$ cat src/rtl/gnn_input_loader.sv
// Serial-to-parallel, double-buffered feature/weight loader for the 4-node GNN top.
// Optional GIL_WEIGHT_REUSE_EN adds reload_w to allow 16-word feature-only frames.
module gnn_input_loader #(
    parameter int W = 5
) (
    input  logic                clk,
`ifdef GIL_WEIGHT_REUSE_EN
    input  logic                reload_w,
`endif
    input  logic                rst,
    input  logic                s_valid,
    input  logic signed [W-1:0] s_data,
    output logic                s_ready,
    input  logic [7:0]          done_flags,
    output logic signed [W-1:0] x0_node0, x1_node0, x2_node0, x3_node0,
    output logic signed [W-1:0] x0_node1, x1_node1, x2_node1, x3_node1,
    output logic signed [W-1:0] x0_node2, x1_node2, x2_node2, x3_node2,
    output logic signed [W-1:0] x0_node3, x1_node3, x2_node3, x3_node3,
    output logic signed [W-1:0] w04, w14, w24, w34,
    output logic signed [W-1:0] w05, w15, w25, w35,
    output logic signed [W-1:0] w06, w16, w26, w36,
    output logic signed [W-1:0] w07, w17, w27, w37,
    output logic signed [W-1:0] w48, w58, w68, w78,
    output logic signed [W-1:0] w49, w59, w69, w79,
    output logic                in_ready,
    output logic                busy
);

    localparam int NWORDS = 40;

    typedef enum logic [1:0] {LOAD, FIRE, BUSY} state_t;

    state_t             state;
    logic [5:0]         cnt;
    logic               seen_low;
    logic signed [W-1:0] shadow [NWORDS];
    logic signed [W-1:0] bank   [NWORDS];
    logic [5:0]         cur_last;
    logic               accept;
    logic               is_last;
    logic               done;

`ifdef GIL_WEIGHT_REUSE_EN
    logic [5:0]         last_idx;

    // Frame length is decided by reload_w on the first word and held for the rest of the frame.
    always_comb begin
        cur_last = last_idx;
        if (cnt == 6'd0) begin
            cur_last = reload_w ? 6'd39 : 6'd15;
        end else begin
            cur_last = last_idx;
        end
    end
`else
    assign cur_last = 6'd39;
`endif

    assign is_last = (cnt == cur_last);
    assign done    = (state == BUSY) && seen_low && (done_flags == 8'hFF);
    assign accept  = s_valid && s_ready;

    // Ready is withheld for the last word while the top is still computing.
    always_comb begin
        s_ready = 1'b0;
        if (rst) begin
            s_ready = 1'b0;
        end else begin
            case (state)
                LOAD:    s_ready = 1'b1;
                FIRE:    s_ready = 1'b0;
                BUSY:    s_ready = !is_last;
                default: s_ready = 1'b0;
            endcase
        end
    end

    // Frame assembly, bank hand-off and completion tracking.
    always_ff @(posedge clk) begin
        if (rst) begin
            state    <= LOAD;
            cnt      <= 6'd0;
            seen_low <= 1'b0;
            in_ready <= 1'b0;
            busy     <= 1'b0;
`ifdef GIL_WEIGHT_REUSE_EN
            last_idx <= 6'd39;
`endif
            for (int i = 0; i < NWORDS; i++) begin
                shadow[i] <= '0;
                bank[i]   <= '0;
            end
        end else begin
            in_ready <= 1'b0;
            if (accept) begin
                shadow[cnt] <= s_data;
                cnt         <= is_last ? 6'd0 : cnt + 6'd1;
`ifdef GIL_WEIGHT_REUSE_EN
                if (cnt == 6'd0) begin
                    last_idx <= cur_last;
                end
`endif
            end
            case (state)
                LOAD: begin
                    // The last word bypasses the shadow so the bank is complete in the FIRE cycle.
                    if (accept && is_last) begin
                        state    <= FIRE;
                        in_ready <= 1'b1;
                        for (int i = 0; i < NWORDS; i++) begin
                            bank[i] <= (6'(i) == cnt) ? s_data : shadow[i];
                        end
                    end
                end
                FIRE: begin
                    state    <= BUSY;
                    busy     <= 1'b1;
                    seen_low <= 1'b0;
                end
                BUSY: begin
                    if (done) begin
                        state <= LOAD;
                        busy  <= 1'b0;
                    end else if (done_flags != 8'hFF) begin
                        seen_low <= 1'b1;
                    end
                end
                default: begin
                    state <= LOAD;
                    busy  <= 1'b0;
                end
            endcase
        end
    end

    assign x0_node0 = bank[0];  assign x1_node0 = bank[1];  assign x2_node0 = bank[2];  assign x3_node0 = bank[3];
    assign x0_node1 = bank[4];  assign x1_node1 = bank[5];  assign x2_node1 = bank[6];  assign x3_node1 = bank[7];
    assign x0_node2 = bank[8];  assign x1_node2 = bank[9];  assign x2_node2 = bank[10]; assign x3_node2 = bank[11];
    assign x0_node3 = bank[12]; assign x1_node3 = bank[13]; assign x2_node3 = bank[14]; assign x3_node3 = bank[15];
    assign w04 = bank[16]; assign w14 = bank[17]; assign w24 = bank[18]; assign w34 = bank[19];
    assign w05 = bank[20]; assign w15 = bank[21]; assign w25 = bank[22]; assign w35 = bank[23];
    assign w06 = bank[24]; assign w16 = bank[25]; assign w26 = bank[26]; assign w36 = bank[27];
    assign w07 = bank[28]; assign w17 = bank[29]; assign w27 = bank[30]; assign w37 = bank[31];
    assign w48 = bank[32]; assign w58 = bank[33]; assign w68 = bank[34]; assign w78 = bank[35];
    assign w49 = bank[36]; assign w59 = bank[37]; assign w69 = bank[38]; assign w79 = bank[39];

endmodule

$ cat config.mk
export PLATFORM = sky130hd
export DESIGN_NAME = gnn_input_loader
export DESIGN_NICKNAME = d
export VERILOG_FILES = /design/src/rtl/gnn_input_loader.sv
export SDC_FILE = /design/constraint.sdc
export NUM_CORES = 1
export LEC_CHECK = 0
export ABC_AREA = 0
export CAP_MARGIN = 20
export CORE_MARGIN = 1
export CORE_UTILIZATION = 43
export CTS_CLUSTER_DIAMETER = 150
export DETAILED_ROUTE_END_ITERATION = 10
export RECOVER_POWER = 100
export SLEW_MARGIN = 30
export SYNTH_ARGS = -nofsm -noshare
export SYNTH_HDL_FRONTEND = slang
export SYNTH_SLANG_ARGS = --single-unit
$ cat constraint.sdc
create_clock -name clk -period 6.3 [get_ports clk]
set_clock_uncertainty 0.15 [all_clocks]
set_input_delay 0.945 -clock clk [delete_from_list [all_inputs] [get_ports clk]]
set_output_delay 0.945 -clock clk [all_outputs]
set_load 0.005 [all_outputs]
After elaboration in Yosys (flattened, before gate mapping). Memory sizes are Yosys's and may differ from the RTL's. Cells that the tools add are included.

Memory bits (writable): 400. Memories kept: 2. Register bits after elaboration: 11. Bits of input ports: 16. Output and inout bits: 203.

Memory list: bank (depth 40, width 5, rd ports 40, clocked after memory_dff 0, write ports 40, RTL line 37) `logic signed [W-1:0] bank [NWORDS];`; shadow (depth 40, width 5, rd ports 40, clocked after memory_dff 0, write ports 40, RTL line 36) `logic signed [W-1:0] shadow [NWORDS];`.

Reductions and logical operators: 12. Mux-type cells: 103. Bitwise logic cells: 41. Eq/ne operators: 48. $add $sub $neg: 1.

Operator list (number): $mux 5 (81); $eq 5x6->1 const A (16); $eq 4x6->1 const A (8); $eq 6x6->1 const A (8); $or 1x1->1 (40); $eq 3x6->1 const A (4); $mux 1 (14); $eq 2x6->1 const A (2); $mux 6 (2); $eq 8x8->1 const B (1); $ne 8x8->1 const B (1); $add 6x1->6 const B (1); $eq 1x6->1 const A (1); $eq 6x6->1 const B (1); $logic_not 6->1 (1); $ne 2x2->1 const B (3); $pmux 2 s3 (1); $reduce_or 5->1 (1); $logic_and 1x1->1 (4); $mux 2 (2); $pmux 1 s2 (2); $reduce_and 2->1 (2); $pmux 1 s3 (1); $reduce_and 3->1 (1); 7 further kinds (7).

Longest topological paths before layout. Gate-level depths: netlist of run 1.

Word-level depth: 11. Depth in mapped cells: 9.

Worst setup path before layout of run 1. No wires, ideal clock.

Kind: register to register. From: register cnt[2]. To: memory bank[0][0], enable pin. Slack: 1.595 ns. Library setup time: 0.477 ns. Clock period less this slack: 4.705 ns. Arrival: 4.078 ns. Cell stages (with the launch flop): 7. Required time: 5.673 ns. Cell sequence: dfxtp_1 -> buf_2 -> clkbuf_1 -> clkbuf_1 -> nand3_1 -> nor3b_1 -> or2_2.

RTL lines: start, declared (RTL line 34) `logic [5:0] cnt;`; start signal, assigned (RTL line 97) `cnt <= is_last ? 6'd0 : cnt + 6'd1;`; end, declared (RTL line 37).

==> metrics, run 1 <==
status finished, violations left; failing checks design-rule violations, max-capacitance violations, max-slew violations; CP required 6.33 ns; Clock Tree Buf Depth 3; via count 12,730; number of enable flip-flop cells after synthesis 400; Final Max Slew Viols around 130; # port buffers 218; Total Power 6.049 mW; clock period minus worst slack 4.915 ns; routed vias/inst 5.601; Critical Path Fanout Max 39; Final period util 78.02%; Critical Path Most Common Cell nor3b_1; DRC Markers 15; initial antenna violation count 0; Area contributors post-synth edfxtp_1 (67%), nand3_1 (5.7%), nand2_1 (5.1%); CP Capture Type flop; most frequent cells after synthesis edfxtp_1 (400), nand2_1 (246), nand3_1 (207); final hold viol count 0; Arrival @ worst endpoint 4.95 ns; Seq pwr share 51.7%; die span in y 206.7 µm; critical path endpoint bank[0][123]; number of global-route vias before repair 12,250; hold_buf cts 0; most common cell in the netlist edfxtp_1; layout cells sized above 1 6.437%; CP max stage cell clkbuf_1; FF-to-FF setup slack 1.38 ns; VDD IR max 0.0001809 V; Max Freq about 200 MHz; critical path's largest stage delay 0.96 ns; placed cell area 20,590 µm²; top_reg_cell synth edfxtp_1; clk root buf clkbuf_16; Die Area 42,740 µm²; R2R Path End bank[0][123]; TritonCTS clock tree yes; pin count of the biggest net entering global routing 86; dpl hpwl 31.27 mm; cell count after synthesis 1,553; multi-input logic area 4918 µm²; reg2reg path depth 8; Post-Syn Nets 1,573; post-synth top area share 66.64%; Setup-failing EPs final 0; async set or reset register ratio after synthesis 0%; Leakage 7.720 nW; Synth area leader edfxtp_1; post-CTS resize count 0; first-pass detailed-route iteration total 11; cell area after synthesis 18,020 µm²; Startpoint Class flop; Die X 206.7 µm; placer congestion estimate a little over 0.8; initial drt markers 1,203; TritonCTS Buffers between 40 and 50; max_cap viols 4; CP bufs+invs 3; Sw Share 21.55%; synth unique cells 45; nets@finish 1,729; ANT nets after route 0; setup TNS 0 ns; Core ar. 41,110 µm²; Total GRT Usage a little under a quarter; post-synthesis register bit count 411; DR WL/cell between 20 and 25 µm; io pins 219; number of cell rows 74; Design Area, Final about 22,000 µm²; Net Sw Power between 1 and 1.5 mW; clk sinks 411; unrepaired setup endpoints after global routing false; FF+latch area around 12,000 µm²; initial cell density of the core 43.85%; synth warn 0; diodes inserted 0; family with the most delay on the worst path buffers and inverters; reg2reg start cnt[0]; H-tree Lvls 2; post-synthesis sequential area ratio 67.86%; gr ovfl total 0; first-pass GRT wire length around 70 mm; Comb pwr share 5.3%; Avg Inst Size Synth around 12 µm²; Crit path depth 8; Area growth syn-to-layout 20.46%; slew margin rel. -34.44%; Worst-Margin Slew 2.017 ns; final wirelength 48.68 mm; fill cell total of the finished layout 3,626; Cell Int Power 4.745 mW; worst-path cell chain clkbuf_1 > ha_1 > nor3b_1 > buf_4 > nand3_1 > nor3b_1 > or2_4 > clkbuf_2; clk_lat worst skew around 0.57 ns; setup bufs post-CTS 0; Worst-path clk slew ~0.060 ns; CP startpoint cnt[0]; critical path class reg2reg; pwr dens between 200 and 300 nW/µm²; worst hold path class reg2reg; Clock power frac 43.1%
==> state kept, by name (all words and copies together), names as in the netlist <==
| register | flops |
|---|---|
| in_ready | 1 |
| busy | 1 |
| cnt | 6 |
| state | 2 |
| seen_low | 1 |
| bank | 200 |
| shadow | 200 |
==> layout make-up <==
type	instances	area share (%)
Inverter	4	0.06915
Clock inverter	29	1.400
Sequential cell	411	56.33
Clock buffer	48	5.238
Multi-Input combinational cell	995	22.65
Timing Repair Buffer	253	11.24
Tap cell	532	3.066
==> worst min path at each step <==
stage	depth (start not counted)	slack (ns)	end	start
4_1_cts	2	0.38	seen_low	seen_low
5_1_grt	2	0.42	seen_low	seen_low
2_1_floorplan	2	0.33	seen_low	seen_low
3_5_place_dp	2	0.37	seen_low	seen_low
3_3_place_gp	2	0.34	seen_low	seen_low
6_report	2	0.39	seen_low	seen_low
==> routing by layer <==
layer	share of wire [%]	GRT usage [%]
met2	49	38.25
met5	0	0
met1	40	29.40
met4	3.1	8.577
met3	7.9	4.082
==> metrics by stage <==
step,cells,setup WS [ns],util [%],hold WS (ns)
6_report,2272,1.385,52.82,0.3908
5_1_grt,2272,1.045,52.82,0.4163
4_1_cts,2271,2.194,53.59,0.3822
3_5_place_dp,2194,1.729,50.09,0.3653
3_3_place_gp,2193,1.936,50.03,0.3438
2_1_floorplan,1553,1.595,-,0.3291
==> worst reg2reg max path, delay by kind of cell, from the launching register on <==
kind / cells / cell delay (ns)
buffers and inverters: 3 / 2.17
AND/OR/NAND/NOR: 4 / 1.55
adder cells (fa/ha/maj): 1 / 0.33
flip-flops: 1 / 0.30
==> power by group through the flow <==
stage	clock (mW)	combinational, mW	sequential, mW
final	2.61	0.318	3.13
after global routing	2.74	0.343	3.13
after CTS	2.65	0.340	3.13
after detailed placement	0	0.338	3.19
after global placement	0	0.334	3.19
after floorplan	0	0.151	3.18
==> layout by cell type (no fill, tap or decap), types with 2 or more instances in the layout <==
master,synthesis,layout
dfxtp_1,11,11
mux2i_1,21,21
clkdlybuf4s50_1,0,7
nor2_1,193,193
nor3_1,3,3
a21oi_2,78,2
buf_12,0,4
dlygate4sd3_1,0,205
inv_6,0,5
nor3b_1,2,6
clkbuf_16,0,45
nor2b_1,5,5
clkbuf_1,123,10
clkinv_1,1,11
bufinv_16,0,6
a21oi_1,105,181
nor4bb_4,0,3
nor4b_2,0,2
ha_1,4,4
buf_2,7,4
nor4_1,4,4
nand2_1,246,246
buf_4,0,25
clkinv_2,0,7
and3_1,27,27
nand4_1,4,4
a21o_1,13,13
nand2b_1,4,4
o21bai_1,25,25
a211oi_1,2,2
nand3_1,207,206
and2_0,1,21
or3b_1,1,2
inv_1,3,3
xor2_1,3,3
or2_2,5,3
edfxtp_1,400,400
==> cells by family after synthesis <==
| kind of cell | count (synthesis) | share of synthesized area (%) |
|---|---|---|
| and+or+nand+nor | 738 | 18.40 |
| xor gates and xnor gates | 3 | 0.1458 |
| adders and majority gates | 4 | 0.2777 |
| muxes | 21 | 1.166 |
| DFF | 411 | 67.86 |
| AOI/OAI and AO/OA | 229 | 8.621 |
| buffers and inverters | 147 | 3.526 |
(Power assumes the default switching activity.)
==> inputs of run 2 (changes only) <==
==> constraint.sdc (replaced) <==
create_clock -name clk -period 4.6 [get_ports clk]
set_clock_uncertainty 0.15 [all_clocks]
set_input_delay 0.69 -clock clk [delete_from_list [all_inputs] [get_ports clk]]
set_output_delay 0.69 -clock clk [all_outputs]
set_load 0.005 [all_outputs]
==> run 2 against run 1 <==
The run still ends with design-rule violations, max-capacitance violations, max-slew violations left. Routed wire length is 0.16% higher. Setup slack worse by 0.82 ns. Core utilization is 0.15 points higher. Sequential power is 37% higher. Flip-flop and latch count stayed put.
==> metrics, run 2 (synthesis gave the netlist of run 1 again) <==
status finished, violations left; failing checks design-rule violations, max-capacitance violations, max-slew violations; unrepaired setup endpoints after global routing false; Core ar. 41,110 µm²; fill cell total of the finished layout 3,620; number of cell rows 74; final worst slack 0.5600 ns; DR WL/cell 21.39 µm; nets@finish ~1,700; Critical Path Fanout Max 27; clock period minus worst slack between 4 and 5 ns; ANT nets after route 0; post-CTS resize count 0; number of global-route vias before repair 12,410; setup TNS 0 ns; hold_buf cts 0; first-pass GRT wire length ~72 mm; initial drt markers between 1,000 and 1,500; pwr dens 380.6 nW/µm²; diodes inserted 0; routed vias/inst 5.573; setup bufs post-CTS 0; Startpoint Class flop; Total Power 8.287 mW; Final period util about 90%; Critical Path Most Common Cell clkbuf_1; # port buffers 218; Die X 206.7 µm; DRC Markers 1; max_cap viols 1; dpl ws 1.020 ns; layout cells sized above 1 6.922%; clk_lat worst skew 0.56 ns; CP startpoint cnt[0]; Leakage 7.724 nW; clk root buf clkbuf_16; H-tree Lvls 2; critical path's largest stage delay around 0.95 ns; critical path class reg2reg; clk sinks 411; VDD IR max 0.0002245 V; dpl hpwl 31.25 mm; pin count of the biggest net entering global routing 129; Arrival @ worst endpoint 4.16 ns; reg2reg start cnt[0]; initial cell density of the core 43.85%; via count 12,710; Total GRT Usage 22.91%; final hold viol count 0; Area growth syn-to-layout 20.80%; CP required around 4.7 ns; die span in y between 200 and 250 µm; Clock Tree Buf Depth 3; Max Freq 247.5 MHz; worst-path cell chain clkbuf_1 > clkinv_1 > clkbuf_1 > ha_1 > nor3b_1 > clkbuf_1 > and3_1 > mux2i_1 > nor2_1; CP bufs+invs 4; initial antenna violation count 0; most frequent cells in the layout edfxtp_1 (400), nand2_1 (246), nand3_1 (207); hold_sp busy; final wirelength between 40 and 50 mm; Final Max Slew Viols 34; Worst-path clk slew 0.06 ns; Worst-Margin Slew 1.541 ns; CP Capture Type flop; most common cell after layout, fill and taps aside edfxtp_1; Largest regs bank x200, shadow x200, cnt x6; slew margin rel. -2.759%; TritonCTS clock tree yes; Setup-failing EPs final 0; CP max stage cell clkbuf_1; worst hold path class reg2reg; Die Area 42,740 µm²; first-pass detailed-route iteration total 11; io pins ~220; gr ovfl total 0; family with the most delay on the worst path buffers and inverters; placer congestion estimate around 0.8; TritonCTS Buffers 44
## run 2: changes by cell type in the layout (fill, tap and decap cells not counted), moves of 2 or more
cell	previous run	this run
clkinv_1	11	13
inv_6	5	2
and2_0	21	16
buf_16	0	2
and2_1	1	6
a21oi_2	2	13
clkbuf_1	10	17
a21oi_1	181	170
buf_12	4	1
## run 2: per-layer routing
layer	vias up	wire length, µm	GRT usage (%)
li1	5855	-	-
met1	6218	20130	30.00
met2	528	23780	37.51
met3	106	3338	4.647
met4	0	1514	8.889
met5	-	0	0
## run 2: worst reg2reg max path, cell delays in order (launching register included)
cell      delay, ns
dfxtp_1        0.34
clkbuf_1       0.95
clkinv_1       0.27
clkbuf_1       0.31
ha_1           0.29
nor3b_1        0.15
clkbuf_1       0.46
and3_1         0.49
mux2i_1        0.25
nor2_1         0.09
## run 2: cell type report
class / instances / area (µm²) / area share, %
inverter: 4 / 15.01 / 0.06896
timing repair buffer: 258 / 2470 / 11.34
clock inverter: 29 / 292.8 / 1.345
clock buffer: 51 / 1149 / 5.275
multi-input combinational: 995 / 4949 / 22.73
sequential: 411 / 12230 / 56.18
tap: 532 / 665.6 / 3.057
## run 2: path summary, 6_finish.rpt
check	slack, ns	cells past startpoint	to
max	0.56	9	bank[0][180]
min	0.36	2	busy
max reg2reg	0.56	9	bank[0][180]
min reg2reg	0.36	2	busy
## run 2: power breakdown
group,internal [mW],switching [mW],total [mW]
combinational,0.144,0.293,0.436
sequential,4.24,0.0466,4.28
clock,2.12,1.45,3.57
total,6.50,1.79,8.29
## run 2: through the flow
stage | utilization [%] | cells | cell area (µm²) | hold WS, ns
after CTS | 53.67 | 2278 | 22060 | 0.3434
after floorplan | - | 1553 | 18030 | 0.3291
final | 52.96 | 2280 | 21770 | 0.3602
after global routing | 52.96 | 2280 | 21770 | 0.4192
after global placement | 50.12 | 2197 | 20610 | 0.3395
after detailed placement | 50.16 | 2198 | 20620 | 0.3564
